`config.mk`:
```
export PLATFORM = sky130hd
export DESIGN_NAME = stopwatch_time_counter_flat
export DESIGN_NICKNAME = d
export VERILOG_FILES = /design/src/rtl/stopwatch_pkg.sv /design/src/rtl/stopwatch_time_counter_if.sv /design/src/rtl/bcd_digit_counter.sv /design/src/rtl/stopwatch_time_counter.sv /design/src/flat_wrapper.sv
export SDC_FILE = /design/constraint.sdc
export NUM_CORES = 1
export LEC_CHECK = 0
export ABC_AREA = 1
export CAP_MARGIN = 20
export CORE_ASPECT_RATIO = 1.2
export CORE_MARGIN = 10
export CORE_UTILIZATION = 51
export CTS_CLUSTER_SIZE = 20
export DETAILED_ROUTE_END_ITERATION = 8
export PLACE_DENSITY = 0.82
export SKIP_CTS_REPAIR_TIMING = 1
export SLEW_MARGIN = 10
export SYNTH_ARGS = -nofsm -noshare
export SYNTH_HDL_FRONTEND = slang
export SYNTH_SLANG_ARGS = --single-unit
```
`constraint.sdc`:
```
create_clock -name CLK_50MHz -period 1.9 [get_ports CLK_50MHz]
set_clock_uncertainty 0.2 [all_clocks]
set_input_delay 0.475 -clock CLK_50MHz [delete_from_list [all_inputs] [get_ports CLK_50MHz]]
set_output_delay 0.475 -clock CLK_50MHz [all_outputs]
set_load 0.05 [all_outputs]
```
`src/rtl/stopwatch_pkg.sv`:
```
// rtl/stopwatch_pkg.sv - shared state encoding, digit constants and time type for the stopwatch
package stopwatch_pkg;

  localparam int DIGIT_W  = 4;
  localparam int BCD_MAX9 = 9;
  localparam int BCD_MAX5 = 5;

  typedef enum logic [1:0] {
    IDLE    = 2'd0,
    RUNNING = 2'd1,
    LAP     = 2'd2,
    PAUSED  = 2'd3
  } sw_state_e;

  // Full MM:SS.cc value, most significant digit first so it reads like the display
  typedef struct packed {
    logic [DIGIT_W-1:0] min_tens;
    logic [DIGIT_W-1:0] min_ones;
    logic [DIGIT_W-1:0] sec_tens;
    logic [DIGIT_W-1:0] sec_ones;
    logic [DIGIT_W-1:0] cs_tens;
    logic [DIGIT_W-1:0] cs_ones;
  } bcd_time_t;

endpackage

```
`src/rtl/stopwatch_time_counter_if.sv`:
```
// rtl/stopwatch_time_counter_if.sv - tick/button inputs and display outputs of the stopwatch
interface stopwatch_time_counter_if;
  import stopwatch_pkg::*;

  logic               CLK_100Hz;
  logic               btn_start_stop;
  logic               btn_lap_reset;
  logic [DIGIT_W-1:0] cs_ones;
  logic [DIGIT_W-1:0] cs_tens;
  logic [DIGIT_W-1:0] sec_ones;
  logic [DIGIT_W-1:0] sec_tens;
  logic [DIGIT_W-1:0] min_ones;
  logic [DIGIT_W-1:0] min_tens;
  logic               running;
  logic               lap_held;
  logic               wrap_pulse;

  modport master (
    output CLK_100Hz, btn_start_stop, btn_lap_reset,
    input  cs_ones, cs_tens, sec_ones, sec_tens, min_ones, min_tens,
    input  running, lap_held, wrap_pulse
  );

  modport slave (
    input  CLK_100Hz, btn_start_stop, btn_lap_reset,
    output cs_ones, cs_tens, sec_ones, sec_tens, min_ones, min_tens,
    output running, lap_held, wrap_pulse
  );

endinterface

```
`src/rtl/bcd_digit_counter.sv`:
```
// rtl/bcd_digit_counter.sv - one BCD digit counting 0..MAX with a carry out for chaining
module bcd_digit_counter
  import stopwatch_pkg::*;
#(
  parameter int MAX = 9
) (
  input  logic               clk,
  input  logic               reset_n,
  input  logic               clr,
  input  logic               inc,
  output logic [DIGIT_W-1:0] digit,
  output logic               carry
);

  localparam logic [DIGIT_W-1:0] MAX_D = DIGIT_W'(MAX);

  logic [DIGIT_W-1:0] digit_q;
  logic [DIGIT_W-1:0] digit_d;
  logic               at_max;

  assign at_max = (digit_q == MAX_D);
  assign carry  = inc & at_max;
  assign digit  = digit_q;

  // Next digit: clear wins, otherwise advance and roll to zero past MAX
  always_comb begin
    digit_d = digit_q;
    if (clr) begin
      digit_d = '0;
    end else if (inc) begin
      digit_d = at_max ? '0 : digit_q + 1'b1;
    end
  end

  // Digit register
  always_ff @(posedge clk or negedge reset_n) begin
    if (!reset_n) begin
      digit_q <= '0;
    end else begin
      digit_q <= digit_d;
    end
  end

endmodule

```
`src/rtl/stopwatch_time_counter.sv`:
```
// rtl/stopwatch_time_counter.sv - BCD MM:SS.cc stopwatch driven by a synchronised 100 Hz tick
module stopwatch_time_counter
  import stopwatch_pkg::*;
#(
  parameter int SYNC_STAGES  = 2,
  parameter int MIN_TENS_MAX = 5
) (
  input  logic                     CLK_50MHz,
  input  logic                     reset_n,
  stopwatch_time_counter_if.slave  sw
);

  logic [SYNC_STAGES-1:0] sync_q;
  logic [SYNC_STAGES-1:0] sync_d;
  logic                   prev_q;
  logic                   prev_d;
  logic                   synced;
  logic                   tick;

  sw_state_e              state_q;
  sw_state_e              state_d;
  bcd_time_t              snap_q;
  bcd_time_t              snap_d;
  logic                   wrap_q;
  logic                   wrap_d;

  bcd_time_t              cnt;
  bcd_time_t              disp;
  logic                   count_en;
  logic                   clear;
  logic                   lap_capture;
  logic                   start_stop;
  logic                   lap_reset;

  logic                   c_cs_ones;
  logic                   c_cs_tens;
  logic                   c_sec_ones;
  logic                   c_sec_tens;
  logic                   c_min_ones;
  logic                   c_min_tens;

  // CLK_100Hz is asynchronous data: shift it through the chain, then rising-edge detect
  always_comb begin
    sync_d = {sync_q[SYNC_STAGES-2:0], sw.CLK_100Hz};
    prev_d = synced;
  end

  assign synced = sync_q[SYNC_STAGES-1];
  assign tick   = synced & ~prev_q;

  // Synchroniser and edge-detect registers
  always_ff @(posedge CLK_50MHz or negedge reset_n) begin
    if (!reset_n) begin
      sync_q <= '0;
      prev_q <= 1'b0;
    end else begin
      sync_q <= sync_d;
      prev_q <= prev_d;
    end
  end

  // Start/stop has priority, so a coincident lap/reset pulse is dropped
  assign start_stop = sw.btn_start_stop;
  assign lap_reset  = sw.btn_lap_reset & ~sw.btn_start_stop;

  // Counting is gated by the state held before this cycle's transition
  assign count_en = tick & ((state_q == RUNNING) || (state_q == LAP));

  // Next state plus the one-cycle lap capture and clear strobes
  always_comb begin
    state_d     = state_q;
    lap_capture = 1'b0;
    clear       = 1'b0;
    case (state_q)
      IDLE: begin
        if (start_stop) state_d = RUNNING;
      end
      RUNNING: begin
        if (start_stop) begin
          state_d = PAUSED;
        end else if (lap_reset) begin
          state_d     = LAP;
          lap_capture = 1'b1;
        end
      end
      LAP: begin
        if (start_stop) begin
          state_d = PAUSED;
        end else if (lap_reset) begin
          state_d = RUNNING;
        end
      end
      PAUSED: begin
        if (start_stop) begin
          state_d = RUNNING;
        end else if (lap_reset) begin
          state_d = IDLE;
          clear   = 1'b1;
        end
      end
      default: state_d = IDLE;
    endcase
  end

  // Snapshot takes the pre-increment count on lap entry and is wiped with the counters
  always_comb begin
    snap_d = snap_q;
    if (clear) begin
      snap_d = '0;
    end else if (lap_capture) begin
      snap_d = cnt;
    end
  end

  // Rollover of the top digit marks the cycle the time returns to zero
  always_comb begin
    wrap_d = c_min_tens;
  end

  // State, snapshot and wrap flag registers
  always_ff @(posedge CLK_50MHz or negedge reset_n) begin
    if (!reset_n) begin
      state_q <= IDLE;
      snap_q  <= '0;
      wrap_q  <= 1'b0;
    end else begin
      state_q <= state_d;
      snap_q  <= snap_d;
      wrap_q  <= wrap_d;
    end
  end

  bcd_digit_counter #(.MAX(BCD_MAX9)) u_cs_ones (
    .clk     (CLK_50MHz),
    .reset_n (reset_n),
    .clr     (clear),
    .inc     (count_en),
    .digit   (cnt.cs_ones),
    .carry   (c_cs_ones)
  );

  bcd_digit_counter #(.MAX(BCD_MAX9)) u_cs_tens (
    .clk     (CLK_50MHz),
    .reset_n (reset_n),
    .clr     (clear),
    .inc     (c_cs_ones),
    .digit   (cnt.cs_tens),
    .carry   (c_cs_tens)
  );

  bcd_digit_counter #(.MAX(BCD_MAX9)) u_sec_ones (
    .clk     (CLK_50MHz),
    .reset_n (reset_n),
    .clr     (clear),
    .inc     (c_cs_tens),
    .digit   (cnt.sec_ones),
    .carry   (c_sec_ones)
  );

  bcd_digit_counter #(.MAX(BCD_MAX5)) u_sec_tens (
    .clk     (CLK_50MHz),
    .reset_n (reset_n),
    .clr     (clear),
    .inc     (c_sec_ones),
    .digit   (cnt.sec_tens),
    .carry   (c_sec_tens)
  );

  bcd_digit_counter #(.MAX(BCD_MAX9)) u_min_ones (
    .clk     (CLK_50MHz),
    .reset_n (reset_n),
    .clr     (clear),
    .inc     (c_sec_tens),
    .digit   (cnt.min_ones),
    .carry   (c_min_ones)
  );

  bcd_digit_counter #(.MAX(MIN_TENS_MAX)) u_min_tens (
    .clk     (CLK_50MHz),
    .reset_n (reset_n),
    .clr     (clear),
    .inc     (c_min_ones),
    .digit   (cnt.min_tens),
    .carry   (c_min_tens)
  );

  // Frozen lap time is shown only while in LAP; otherwise the live count
  assign disp = (state_q == LAP) ? snap_q : cnt;

  assign sw.cs_ones    = disp.cs_ones;
  assign sw.cs_tens    = disp.cs_tens;
  assign sw.sec_ones   = disp.sec_ones;
  assign sw.sec_tens   = disp.sec_tens;
  assign sw.min_ones   = disp.min_ones;
  assign sw.min_tens   = disp.min_tens;
  assign sw.running    = (state_q == RUNNING) || (state_q == LAP);
  assign sw.lap_held   = (state_q == LAP);
  assign sw.wrap_pulse = wrap_q;

endmodule

```
`src/flat_wrapper.sv`:
```
// flat-port wrapper written by rule: the top's interface ports become plain ports
module stopwatch_time_counter_flat import stopwatch_pkg::*;
#(
  parameter int SYNC_STAGES  = 2,
  parameter int MIN_TENS_MAX = 5
)
  (CLK_50MHz, reset_n, sw_CLK_100Hz, sw_btn_start_stop, sw_btn_lap_reset, sw_cs_ones, sw_cs_tens, sw_sec_ones, sw_sec_tens, sw_min_ones, sw_min_tens, sw_running, sw_lap_held, sw_wrap_pulse);
  stopwatch_time_counter_if sw_i ();
  input  logic CLK_50MHz;
  input  logic reset_n;
  input wire logic [$bits(sw_i.CLK_100Hz)-1:0] sw_CLK_100Hz;
  input wire logic [$bits(sw_i.btn_start_stop)-1:0] sw_btn_start_stop;
  input wire logic [$bits(sw_i.btn_lap_reset)-1:0] sw_btn_lap_reset;
  output wire logic [$bits(sw_i.cs_ones)-1:0] sw_cs_ones;
  output wire logic [$bits(sw_i.cs_tens)-1:0] sw_cs_tens;
  output wire logic [$bits(sw_i.sec_ones)-1:0] sw_sec_ones;
  output wire logic [$bits(sw_i.sec_tens)-1:0] sw_sec_tens;
  output wire logic [$bits(sw_i.min_ones)-1:0] sw_min_ones;
  output wire logic [$bits(sw_i.min_tens)-1:0] sw_min_tens;
  output wire logic [$bits(sw_i.running)-1:0] sw_running;
  output wire logic [$bits(sw_i.lap_held)-1:0] sw_lap_held;
  output wire logic [$bits(sw_i.wrap_pulse)-1:0] sw_wrap_pulse;
  assign sw_i.CLK_100Hz = sw_CLK_100Hz;
  assign sw_i.btn_start_stop = sw_btn_start_stop;
  assign sw_i.btn_lap_reset = sw_btn_lap_reset;
  assign sw_cs_ones = sw_i.cs_ones;
  assign sw_cs_tens = sw_i.cs_tens;
  assign sw_sec_ones = sw_i.sec_ones;
  assign sw_sec_tens = sw_i.sec_tens;
  assign sw_min_ones = sw_i.min_ones;
  assign sw_min_tens = sw_i.min_tens;
  assign sw_running = sw_i.running;
  assign sw_lap_held = sw_i.lap_held;
  assign sw_wrap_pulse = sw_i.wrap_pulse;
  stopwatch_time_counter #(.SYNC_STAGES(SYNC_STAGES), .MIN_TENS_MAX(MIN_TENS_MAX)) u_core (.CLK_50MHz(CLK_50MHz), .reset_n(reset_n), .sw(sw_i));
endmodule
```
---- Word level (Yosys, flattened, before mapping) ----
Cells that the tools add are included.
word-level totals
  flip-flop bits (word level) ............. 54
  logic and storage cells ................. 89
  input port bits ......................... 5
operators by class
  bitwise logic cells ..................... 11
  reductions and logical operators ........ 10
  multiplexer cells ....................... 33
  equality and inequality tests ........... 13
  $add $sub $neg .......................... 6
operators with widths
  kind                                            count
  two-way mux 24 bit                              3
  two-way mux 4 bit                               18
  adder 4 x 1 -> 4 bit (second input constant)    6
  == test 4 bit (second input constant)           4
  two-way mux 2 bit                               7
  nonzero test 2 bit                              7
  bitwise AND 1 bit                               9
  != test 3 x 2 -> 1 bit (second input constant)  3
  == test 4 x 3 -> 1 bit (second input constant)  2
  one-hot mux 2 bit (4 select lines)              1
  == test 2 bit (second input constant)           2
  two-way mux 1 bit                               4
  AND reduction 4 bit                             1
  == test 2 x 1 -> 1 bit (second input constant)  1
  logical NOT 2 bit                               1
  != test 2 bit (second input constant)           1
  NOT 1 bit                                       2
  logical OR 1 bit                                1

---- Longest topological paths before layout ----
Gate-level depths: netlist of run 1.
  depth after elaboration ................. 10
  depth in mapped cells ................... 9

---- Cells and area by module ----
A second synthesis of run 1 with hierarchy kept.
unflattened totals
  cells, all modules ...................... 460
  area total of the unflattened synthesis .. 3238.1 um^2
by module, submodules not included
  module                                     seq. area each (um^2)  times used  cells an instance  area an instance (um^2)
  stopwatch_time_counter                     750.7                  1           220                1651.6
  bcd_digit_counter (u_core.u_cs_ones ...)   100.1                  4           40                 265.3
  bcd_digit_counter (u_core.u_min_tens ...)  100.1                  2           40                 262.8

---- Worst setup path after synthesis of run 1 ----
No wires, ideal clock.
  path kind ............................... reg2out
  start point ............................. register u_core.state_q[0]
  end point ............................... output port sw_min_ones[2]
  path buffers ............................ 1
  path slack .............................. -0.978 ns
  required time ........................... 1.225 ns
  data arrival time ....................... 2.203 ns
  cell stages (with the launch flop) ...... 5
  cell sequence ........................... dfrtp_1 -> inv_1 -> ha_1 -> buf_2 -> o21ai_0
between the ends
  word-level cells in the longest chain between the ends .. 2
ends and longest elaborated chain
  what                    RTL line                       source
  from (decl)             stopwatch_time_counter.sv:20   sw_state_e state_q;
  from (signal assigned)  stopwatch_time_counter.sv:127  state_q <= state_d;
  == test 2 bit           n/a
  named net sw_lap_held   flat_wrapper.sv:21             output wire logic [$bits(sw_i.lap_held)-1:0] sw_lap_held;
  two-way mux 24 bit      stopwatch_time_counter.sv:188  assign disp = (state_q == LAP) ? snap_q : cnt;
  to (decl)               flat_wrapper.sv:18             output wire logic [$bits(sw_i.min_ones)-1:0] sw_min_ones;
The timed path passes the listed nets, and every way through them passes these cells.

---- Final worst setup path of run 1 ----
  start point ............................. register u_core.state_q[1]
  end point ............................... output port sw_min_tens[2]
between the ends
  word-level cells in the longest chain between the ends .. 2
ends and longest elaborated chain
  what                RTL line                       source
  == test 2 bit       stopwatch_time_counter.sv:188
  two-way mux 24 bit  stopwatch_time_counter.sv:188
  to (decl)           flat_wrapper.sv:19             output wire logic [$bits(sw_i.min_tens)-1:0] sw_min_tens;
Every way passes these cells.

==> flow_summary.yaml, run 1 <==
sta:
  clock.fmax_ghz: 0.4340
  setup_viol: 47
  hold_violations: 0
  slew_viol_final: 0
  max-slew-margin-rel_pct: 76.28
  grt_setup_unrepaired: "yes"
  finalSetupTns_ns: -9.952
  final.setup.worst_slack_ns: -0.4043
  tightest_slew_ns: 0.3557
  post-route-period-util_pct: 121.3
  fin_crit_ns: 2.304
  holdWs_ns: 0.1713
synth:
  async_reset_ff_share_pct: 100.0
  syn_nets: 380
  synth_edf_count: 0
  synth_cell_types: 31
  yosysSeqAreaShare_pct: 44.12
  syn_inst: 359
  yosysTopAreaCellShare_pct: 44.12
  ys_warn_count: 0
  synth-seq-cells: 54
  synthTopCellsByArea: "dfrtp_1, nand2_1, ha_1, o21ai_0, o31ai_2"
  synth_top_area_cell: "dfrtp_1"
  synth_area_um2: 3063
  synthFlopType: "dfrtp_1"
  synth_area_per_cell_um2: 8.532
cts:
  worst_skew_pair.late_latency_ns: 0.32
  cts_buffers: 5
  clockBufferDepth: 2
  cts_root_buf: "clkbuf_8"
  clk_pin_slew_worst_paths_ns: 0.09
  cts_sinks: 54
  cts_tree: "yes"
  htreeDepth: 2
power:
  leakage_nw: 2.106
  p_per_area_nw_per_um2: 1210
  vdd_drop_max_uv: 1201
  total_power_mw: 5.545
placement:
  placed_area_um2: 4272
  port_buffers: 31
  post-dp-hpwl_um: 5576
  place_congestion: 0.8998
routing:
  firstDrtPassIters: 5
  via_count: 2800
  viasPerCell: 5.534
  route.detailed.wl_per_inst_um: 16.27
  drtIter0Drc: 216
  top_layer_used: "met4"
  wl_met2_um: 4679
  postRouteAntennaNets: 0
  met1_length_um: 3041
  met3_length_um: 352
  drc: 0
  wirelength_um: 8232
setup_path:
  cp_top_family: "flip-flops"
  crit_slowest_cell: "dfrtp_1"
  path_buf_inv: 3
  cp_max_fo: 6
  crit_chain: "ha_4 -> buf_12 -> buf_6 -> mux2_4 -> buf_12"
  path_common_cell: "buf_12"
  cp.arrival_ns: 1.63
  worstSetupPathType: "reg2out"
  startpoint_type: "register"
  worstPathRequired_ns: 1.22
  endpoint_kind: "primary output"
  regToRegSetupSlack_ns: -0.11
  critPathMaxStageDelay_ns: 0.43
run_status:
  violations: "setup timing"
  status: "finished with violations"
floorplan:
  die_area_um2: 9519
  die_h_um: 104.9
  core_area_um2: 5743
  fp.dieW_um: 90.75
  rows: 30
  ios: 32
  start_util_pct: 53.33
finish:
  drive_gt1_share_pct: 35.21
  antenna_cells: 0
  final_common_cell: "nand2_1"
  mostFrequentLayoutCells: "nand2_1, dfrtp_1, buf_12"
  fill_cells: 344
  nets: 446
  area_delta_synth_final_pct: 49.59
  fin_area_um2: 4582
global_route:
  antenna_found_initial: 0
  grt_usage_pct: 15.95
  grt_max_degree: 43
  grt_pass1_wl_um: 12930
  grt_pass1_vias: 2807
  grt-ovfl-total: 0
flow_run:
  maxCapViolCount: 0
worst_hold_path:
  hold_class: "reg2reg"
## cell type report
| class | instances | area [um^2] | share of cell area [%] |
|---|---|---|---|
| Inverter | 40 | 152.6 | 3.332 |
| Sequential cell | 54 | 1351 | 29.49 |
| Clock buffer | 6 | 82.58 | 1.802 |
| Timing Repair Buffer | 74 | 1062 | 23.18 |
| Clock inverter | 2 | 12.51 | 0.2731 |
| Multi-Input combinational cell | 250 | 1821 | 39.73 |
| Tap cell | 80 | 100.1 | 2.185 |
## power breakdown
| part | switching (mW) | total [mW] | internal [mW] |
|---|---|---|---|
| Combinational | 1.81 | 3.33 | 1.52 |
| Clock | 0.378 | 0.671 | 0.294 |
| Sequential | 0.190 | 1.55 | 1.36 |
## cells by family after synthesis
logic type,after synthesis,share of synthesized area (%)
flip-flops,54,44.12
multiplexers,2,0.7352
adder cells (fa/ha/maj),16,6.536
AO/OA/AOI/OAI,69,14.91
buffers and inverters,55,7.680
XOR/XNOR,8,2.288
AND/OR/NAND/NOR,155,23.73
## path summary, 6_finish.rpt
kind / end / from / cells past startpoint
max: sw_min_tens[2] / u_core.state_q[1] / 5
min in group asynchronous: u_core.snap_q[2] / reset_n / 2
min reg2reg: u_core.sync_q[1] / u_core.sync_q[0] / 0
max reg2reg: u_core.u_sec_ones.digit[3] / u_core.state_q[1] / 9
min: u_core.sync_q[1] / u_core.sync_q[0] / 0
max in group asynchronous: u_core.u_min_ones.digit[2] / reset_n / 3
## per-layer routing
metal / vias up / track usage, %
met2: 75 / 30.01
li1: 1322 / -
met1: 1386 / 16.88
met4: 0 / 5.695
met3: 17 / 3.436
met5: - / 0
## stage by stage
stage,worst slack [ns],utilization [%],std cells
floorplan,-0.09573,-,359
global placement,-0.07744,74.38,486
detailed placement,-0.1702,74.38,486
CTS,-0.4448,76.03,494
global route,-0.4485,79.78,506
finish,-0.4043,79.78,506
## state kept, by name, indices dropped and copies added, names as in the netlist
name                     count
u_core.prev_q                1
u_core.sw.wrap_pulse         1
u_core.u_min_tens.digit      4
u_core.u_sec_tens.digit      4
u_core.u_cs_ones.digit       4
u_core.u_min_ones.digit      4
u_core.sync_q                2
u_core.state_q               2
u_core.u_sec_ones.digit      4
u_core.u_cs_tens.digit       4
u_core.snap_q               24
## cell usage after synthesis, types with 4 or more instances
| cell type | number |
|---|---|
| o21ai_1 | 9 |
| inv_1 | 33 |
| dfrtp_1 | 54 |
| o31ai_1 | 4 |
| buf_2 | 8 |
| ha_1 | 16 |
| nand2_1 | 86 |
| xor2_1 | 5 |
| o22ai_1 | 4 |
| nand3_1 | 26 |
| nor2_4 | 5 |
| o31ai_2 | 11 |
| nand2_2 | 4 |
| o21ai_0 | 31 |
| a21oi_1 | 8 |
| nor2_1 | 15 |
| nand4_1 | 11 |
| inv_2 | 7 |
No activity file was read; power rests on OpenSTA's default activity.
==> inputs of run 2 (changes only) <==
--- a/config.mk
+++ b/config.mk
@@ -9,12 +9,13 @@
 export CAP_MARGIN = 20
 export CORE_ASPECT_RATIO = 1.2
 export CORE_MARGIN = 10
-export CORE_UTILIZATION = 51
+export CORE_UTILIZATION = 52
 export CTS_CLUSTER_SIZE = 20
 export DETAILED_ROUTE_END_ITERATION = 8
-export PLACE_DENSITY = 0.82
+export PLACE_DENSITY = 0.83
 export SKIP_CTS_REPAIR_TIMING = 1
 export SLEW_MARGIN = 10
 export SYNTH_ARGS = -nofsm -noshare
 export SYNTH_HDL_FRONTEND = slang
+export SYNTH_HIERARCHICAL = 1
 export SYNTH_SLANG_ARGS = --single-unit
==> run 2 against run 1 <==
Net effect: the run still ends with setup timing left; power down 21%; register-to-register slack got worse by 0.43 ns; first-iteration DRC count is 40% higher; non-clock buffer count unchanged; synthesized area increased by 5.7%; critical endpoint is now u_core/u_min_tens/digit[2]; highest routed layer unchanged.
==> flow_summary.yaml, run 2 <==
run_status:
  status: "finished with violations"
  violations: "setup timing"
finish:
  multiInputGateArea_um2: 1743
  stdcell_count: 614
  post-route-util_pct: 71.73
  nets: 553
  final_common_cell: "nand2_1"
  fill_cells: 457
  drive_gt1_share_pct: 26.32
  ff_latch_area_um2: 1351
  largest_register: "u_core/snap_q"
  area_delta_synth_final_pct: 34.04
  mostFrequentLayoutCells: "nand2_1, dfrtp_1, nand3_1"
  largest_reg_flops: 24
  antenna_cells: 0
routing:
  drtIter0Drc: 302
  met1_length_um: 3178
  top_layer_used: "met4"
  firstDrtPassIters: 5
  wirelength_um: 8572
  met3_length_um: 588
  viasPerCell: 5.262
  drc: 0
  route.detailed.wl_per_inst_um: 13.96
  postRouteAntennaNets: 0
  via_count: 3231
  wl_met2_um: 4594
synth:
  synthXorXnorAreaFrac_pct: 0
  synthAdderAreaFrac_pct: 6.569
  synth_top_family_by_area: "simple AND/OR/NAND/NOR gates"
  synthTopCellsByCount: "nand2_1, dfrtp_1, inv_1, nand3_1, nor2_1"
  synth_edf_count: 0
  synth_compound_area_share_pct: 1.391
  synth_most_common_cell: "nand2_1"
  async_reset_ff_share_pct: 100.0
  syn_nets: 482
  synthTopCellsByArea: "dfrtp_1, nand2_1, nand3_1, ha_1, inv_1"
  syn_inst: 460
  yosys.area_share.simple_pct: 41.04
  ys_warn_count: 6
  synth_top_area_cell: "dfrtp_1"
  synthFlopType: "dfrtp_1"
  yosysTopAreaCellShare_pct: 41.73
  synth_area_per_cell_um2: 7.039
  synth_area_um2: 3238
  synth_cell_types: 19
  synth-seq-cells: 54
  yosysSeqAreaShare_pct: 41.73
  synthMuxAreaShare_pct: 0
global_route:
  grt-ovfl-total: 0
  antenna_found_initial: 0
  grt_usage_pct: 16.04
  grt_pass1_vias: 2970
  grt_max_degree: 55
  grt_pass1_wl_um: 13230
sta:
  clock.fmax_ghz: 0.4093
  slew_viol_final: 0
  tightest_slew_ns: 0.3062
  setup_viol: 43
  post-route-period-util_pct: 128.6
  hold_violations: 0
  grt_setup_unrepaired: "yes"
  fin_crit_ns: 2.443
  final.setup.worst_slack_ns: -0.5429
  max-slew-margin-rel_pct: 79.56
cts:
  clockBufferDepth: 2
  htreeDepth: 2
  cts_sinks: 54
  clk_pin_slew_worst_paths_ns: 0.10
  cts_buffers: 5
  worst_skew_pair.late_latency_ns: 0.31
  cts_root_buf: "clkbuf_8"
  cts_tree: "yes"
setup_path:
  cp.arrival_ns: 2.45
  critPathMaxStageDelay_ns: 0.37
  endpoint_kind: "register"
  worstSetupPathType: "reg2reg"
  crit_slowest_cell: "dfrtp_1"
  path_common_cell: "inv_2"
  cp_max_fo: 3
  worstPathRequired_ns: 1.91
  startpoint_type: "register"
  crit_chain: "inv_2 -> ha_4 -> nand2_4 -> nor2_4 -> inv_2 -> nor2_4 -> inv_2 -> nor2_4 -> inv_2 -> nor2_4 -> inv_2 -> nor2_4 -> inv_2 -> nor2_4 -> inv_2 -> buf_4 -> o21bai_1 -> nor2_1"
floorplan:
  core_area_um2: 6051
  start_util_pct: 53.52
  die_area_um2: 9797
  fp.dieW_um: 92.04
  ios: 32
  die_h_um: 106.4
  rows: 31
placement:
  place_congestion: 0.8497
  post-dp-hpwl_um: 5429
  dp_cells: 597
  port_buffers: 31
power:
  leakage_nw: 2.347
  vdd_drop_max_uv: 779.2
  p_per_area_nw_per_um2: 1006
worst_hold_path:
  hold_class: "reg2reg"
flow_run:
  maxCapViolCount: 0
[run 2: per-layer routing]
| metal | track usage (%) | vias to the layer above |
|---|---|---|
| li1 | - | 1542 |
| met1 | 17.93 | 1549 |
| met2 | 29.19 | 116 |
| met3 | 3.378 | 24 |
| met4 | 5.629 | 0 |
| met5 | 0 | - |
[run 2: power by group]
part / total (mW) / switching, mW / internal, mW
registers: 1.31 / 0.0616 / 1.25
logic: 2.12 / 1.24 / 0.873
clock network: 0.939 / 0.377 / 0.562
total: 4.37 / 1.68 / 2.68
[run 2: layout make-up]
class / count / area share, %
multi-input cells: 341 / 40.16
flip-flops and latches: 54 / 31.13
repair buffers: 74 / 18.07
inverters: 55 / 4.987
well taps: 82 / 2.364
clock buffers: 6 / 1.903
clock inverters: 2 / 1.384
[run 2: cell families (layout without fill, tap and decap cells)]
| family | after synthesis | after routing |
|---|---|---|
| AOI/OAI and AO/OA | 6 | 6 |
| adders and majority gates | 17 | 17 |
| buffers and inverters | 66 | 137 |
| DFF | 54 | 54 |
| and+or+nand+nor | 317 | 318 |
[run 2: metrics by stage]
stage / setup slack [ns] / hold WS, ns / power (mW) / area, um^2 / TNS [ns]
detailed placement: -0.6657 / 0.1509 / 3.085 / 3847 / -10.59
finish: -0.5429 / 0.1693 / 4.365 / 4340 / -15.93
CTS: -0.6798 / -0.04615 / 4.025 / 3990 / -17.97
global placement: -0.5885 / 0.1399 / 3.048 / 3847 / -8.861
global route: -0.7303 / 0.1790 / 4.583 / 4340 / -20.22
floorplan: -0.6486 / -0.02059 / 2.450 / 3258 / -20.67
[run 2: path summary, 6_finish.rpt]
path	slack, ns	depth (start not counted)	endpoint	startpoint
min in group asynchronous	0.49	3	u_core/snap_q[19]	reset_n
worst min register to register	0.17	0	u_core/sync_q[1]	u_core/sync_q[0]
worst max register to register	-0.54	18	u_core/u_min_tens/digit[2]	u_core/state_q[0]
max in group asynchronous	0.76	3	u_core/snap_q[0]	reset_n
worst min-delay path	0.17	0	u_core/sync_q[1]	u_core/sync_q[0]
worst max-delay path	-0.54	18	u_core/u_min_tens/digit[2]	u_core/state_q[0]
[run 2: worst max-delay path, delay by kind of cell (launching register included)]
| family | cells | cell delay [ns] |
|---|---|---|
| and+or+nand+nor | 8 | 0.80 |
| buffers and inverters | 8 | 0.58 |
| DFF | 1 | 0.37 |
| adders and majority gates | 1 | 0.28 |
| AOI/OAI and AO/OA | 1 | 0.13 |
==> inputs of run 3 (changes only) <==
--- a/config.mk
+++ b/config.mk
@@ -6,13 +6,16 @@
 export NUM_CORES = 1
 export LEC_CHECK = 0
 export ABC_AREA = 1
-export CAP_MARGIN = 20
+export CAP_MARGIN = 10
+export CELL_PAD_IN_SITES_DETAIL_PLACEMENT = 1
+export CELL_PAD_IN_SITES_GLOBAL_PLACEMENT = 2
 export CORE_ASPECT_RATIO = 1.2
 export CORE_MARGIN = 10
-export CORE_UTILIZATION = 52
+export CORE_UTILIZATION = 29
 export CTS_CLUSTER_SIZE = 20
 export DETAILED_ROUTE_END_ITERATION = 8
-export PLACE_DENSITY = 0.83
+export GPL_TIMING_DRIVEN = 1
+export PLACE_DENSITY = 0.81
 export SKIP_CTS_REPAIR_TIMING = 1
 export SLEW_MARGIN = 10
 export SYNTH_ARGS = -nofsm -noshare
==> run 3 against run 2 <==
Net effect: the flow still finishes with violations (setup timing); critical path depth did not move; power rose by 4.4%; via count fell by 0.99%; combinational power rose by 10%; critical path type unchanged; critical endpoint unchanged; largest power group unchanged.
==> flow_summary.yaml, run 3 (synthesized netlist as in run 2, its figures left out) <==
run_status:
  status: "finished with violations"
  violations: "setup timing"
sta:
  holdWs_ns: 0.1549
  setup_viol: 43
  slew_viol_final: 0
  max-slew-margin-rel_pct: 76.74
  grt_setup_unrepaired: "yes"
  post-route-period-util_pct: 128.7
  hold_violations: 0
  clock.fmax_ghz: 0.4090
  tightest_slew_ns: 0.3488
  fin_crit_ns: 2.445
  final.setup.worst_slack_ns: -0.5453
setup_path:
  cp.arrival_ns: 2.44
  worstSetupPathType: "reg2reg"
  endpoint_kind: "register"
  critPathMaxStageDelay_ns: 0.38
  startpoint_type: "register"
  worstPathRequired_ns: 1.89
  cp_max_fo: 3
  crit_slowest_cell: "dfrtp_1"
  crit_chain: "inv_2 -> ha_4 -> nand2_4 -> nor2_4 -> inv_2 -> nor2_4 -> inv_2 -> nor2_4 -> inv_2 -> nor2_4 -> inv_2 -> nor2_4 -> inv_2 -> nor2_4 -> inv_2 -> buf_4 -> o21bai_1 -> nor2_1"
  path_common_cell: "inv_2"
finish:
  area_delta_synth_final_pct: 43.16
  fill_cells: 1304
  final_common_cell: "nand2_1"
  nets: 566
  ff_latch_area_um2: 1351
  largest_reg_flops: 24
  antenna_cells: 0
  largest_register: "u_core/snap_q"
  multiInputGateArea_um2: 1826
  drive_gt1_share_pct: 29.41
  mostFrequentLayoutCells: "nand2_1, dfrtp_1, nand3_1"
routing:
  wirelength_um: 10170
  drc: 0
  drtIter0Drc: 135
  route.detailed.wl_per_inst_um: 15.04
  postRouteAntennaNets: 0
  firstDrtPassIters: 4
  via_count: 3199
  viasPerCell: 4.732
global_route:
  grt_use_met3_pct: 2.482
  grt.busiest_layer: "met2"
  antenna_found_initial: 0
  met2_usage_pct: 22.35
  grt_usage_pct: 12.64
  grt_max_degree: 43
  grt_pass1_vias: 3377
  met1_usage_pct: 14.44
  grt-ovfl-total: 0
  grt_pass1_wl_um: 16150
floorplan:
  ios: 32
  die_area_um2: 15810
  fp.dieW_um: 116.5
  rows: 42
  die_h_um: 135.8
  start_util_pct: 29.48
  core_area_um2: 10980
placement:
  port_buffers: 31
  place_congestion: 0.7704
  post-dp-hpwl_um: 6791
  place_ws_ns: -0.6893
cts:
  clockBufferDepth: 2
  cts_buffers: 5
  cts_root_buf: "clkbuf_16"
  htreeDepth: 2
  cts_tree: "yes"
  clk_pin_slew_worst_paths_ns: 0.07
  worst_skew_pair.late_latency_ns: 0.30
  cts_sinks: 54
power:
  total_power_mw: 4.556
  vdd_drop_max_uv: 667.3
  leakage_nw: 2.470
  p_per_area_nw_per_um2: 982.7
worst_hold_path:
  hold_class: "reg2reg"
flow_run:
  maxCapViolCount: 0
==> run 3: cell type report <==
class / instances / share of cell area [%]
timing repair buffer: 87 / 20.27
tap: 132 / 3.563
sequential: 54 / 29.15
inverter: 55 / 4.777
multi-input combinational: 341 / 39.38
clock buffer: 7 / 2.861
==> run 3: worst paths after layout <==
path	slack (ns)	end	depth (start not counted)	start
setup / recovery	-0.55	u_core/u_min_tens/digit[2]	18	u_core/state_q[1]
hold / removal	0.15	u_core/sync_q[1]	0	u_core/sync_q[0]
setup reg to reg	-0.55	u_core/u_min_tens/digit[2]	18	u_core/state_q[1]
hold reg to reg	0.15	u_core/sync_q[1]	0	u_core/sync_q[0]
max in group asynchronous	0.54	u_core/u_sec_ones/digit[2]	3	reset_n
min in group asynchronous	0.41	u_core/snap_q[4]	2	reset_n
==> run 3: metal layers <==
| metal | share of wire, % | vias to the layer above |
|---|---|---|
| li1 | - | 1566 |
| met1 | 42 | 1587 |
| met2 | 53 | 34 |
| met3 | 3.1 | 12 |
| met4 | 1.4 | 0 |
| met5 | 0 | - |
==> run 3: metrics by stage <==
stage / TNS [ns] / cells / instance area, um^2 / utilization, %
after floorplan: -20.67 / 460 / 3258 / -
after global placement: -10.67 / 657 / 3998 / 36.40
after detailed placement: -13.11 / 657 / 3998 / 36.40
after CTS: -20.56 / 664 / 4130 / 37.61
after global routing: -19.99 / 676 / 4636 / 42.21
final: -14.37 / 676 / 4636 / 42.21
==> run 3: critical path, delay by kind of cell, from the launching register on <==
kind	cells	cell delay [ns]
fa+ha+maj	1	0.28
simple gates	8	0.76
compound gates	1	0.16
flops	1	0.38
buf+inv	8	0.55
==> run 3: power by group <==
group | switching [mW] | internal, mW
clock network | 0.426 | 0.485
logic | 1.35 | 0.988
registers | 0.0604 | 1.25
total | 1.83 | 2.72
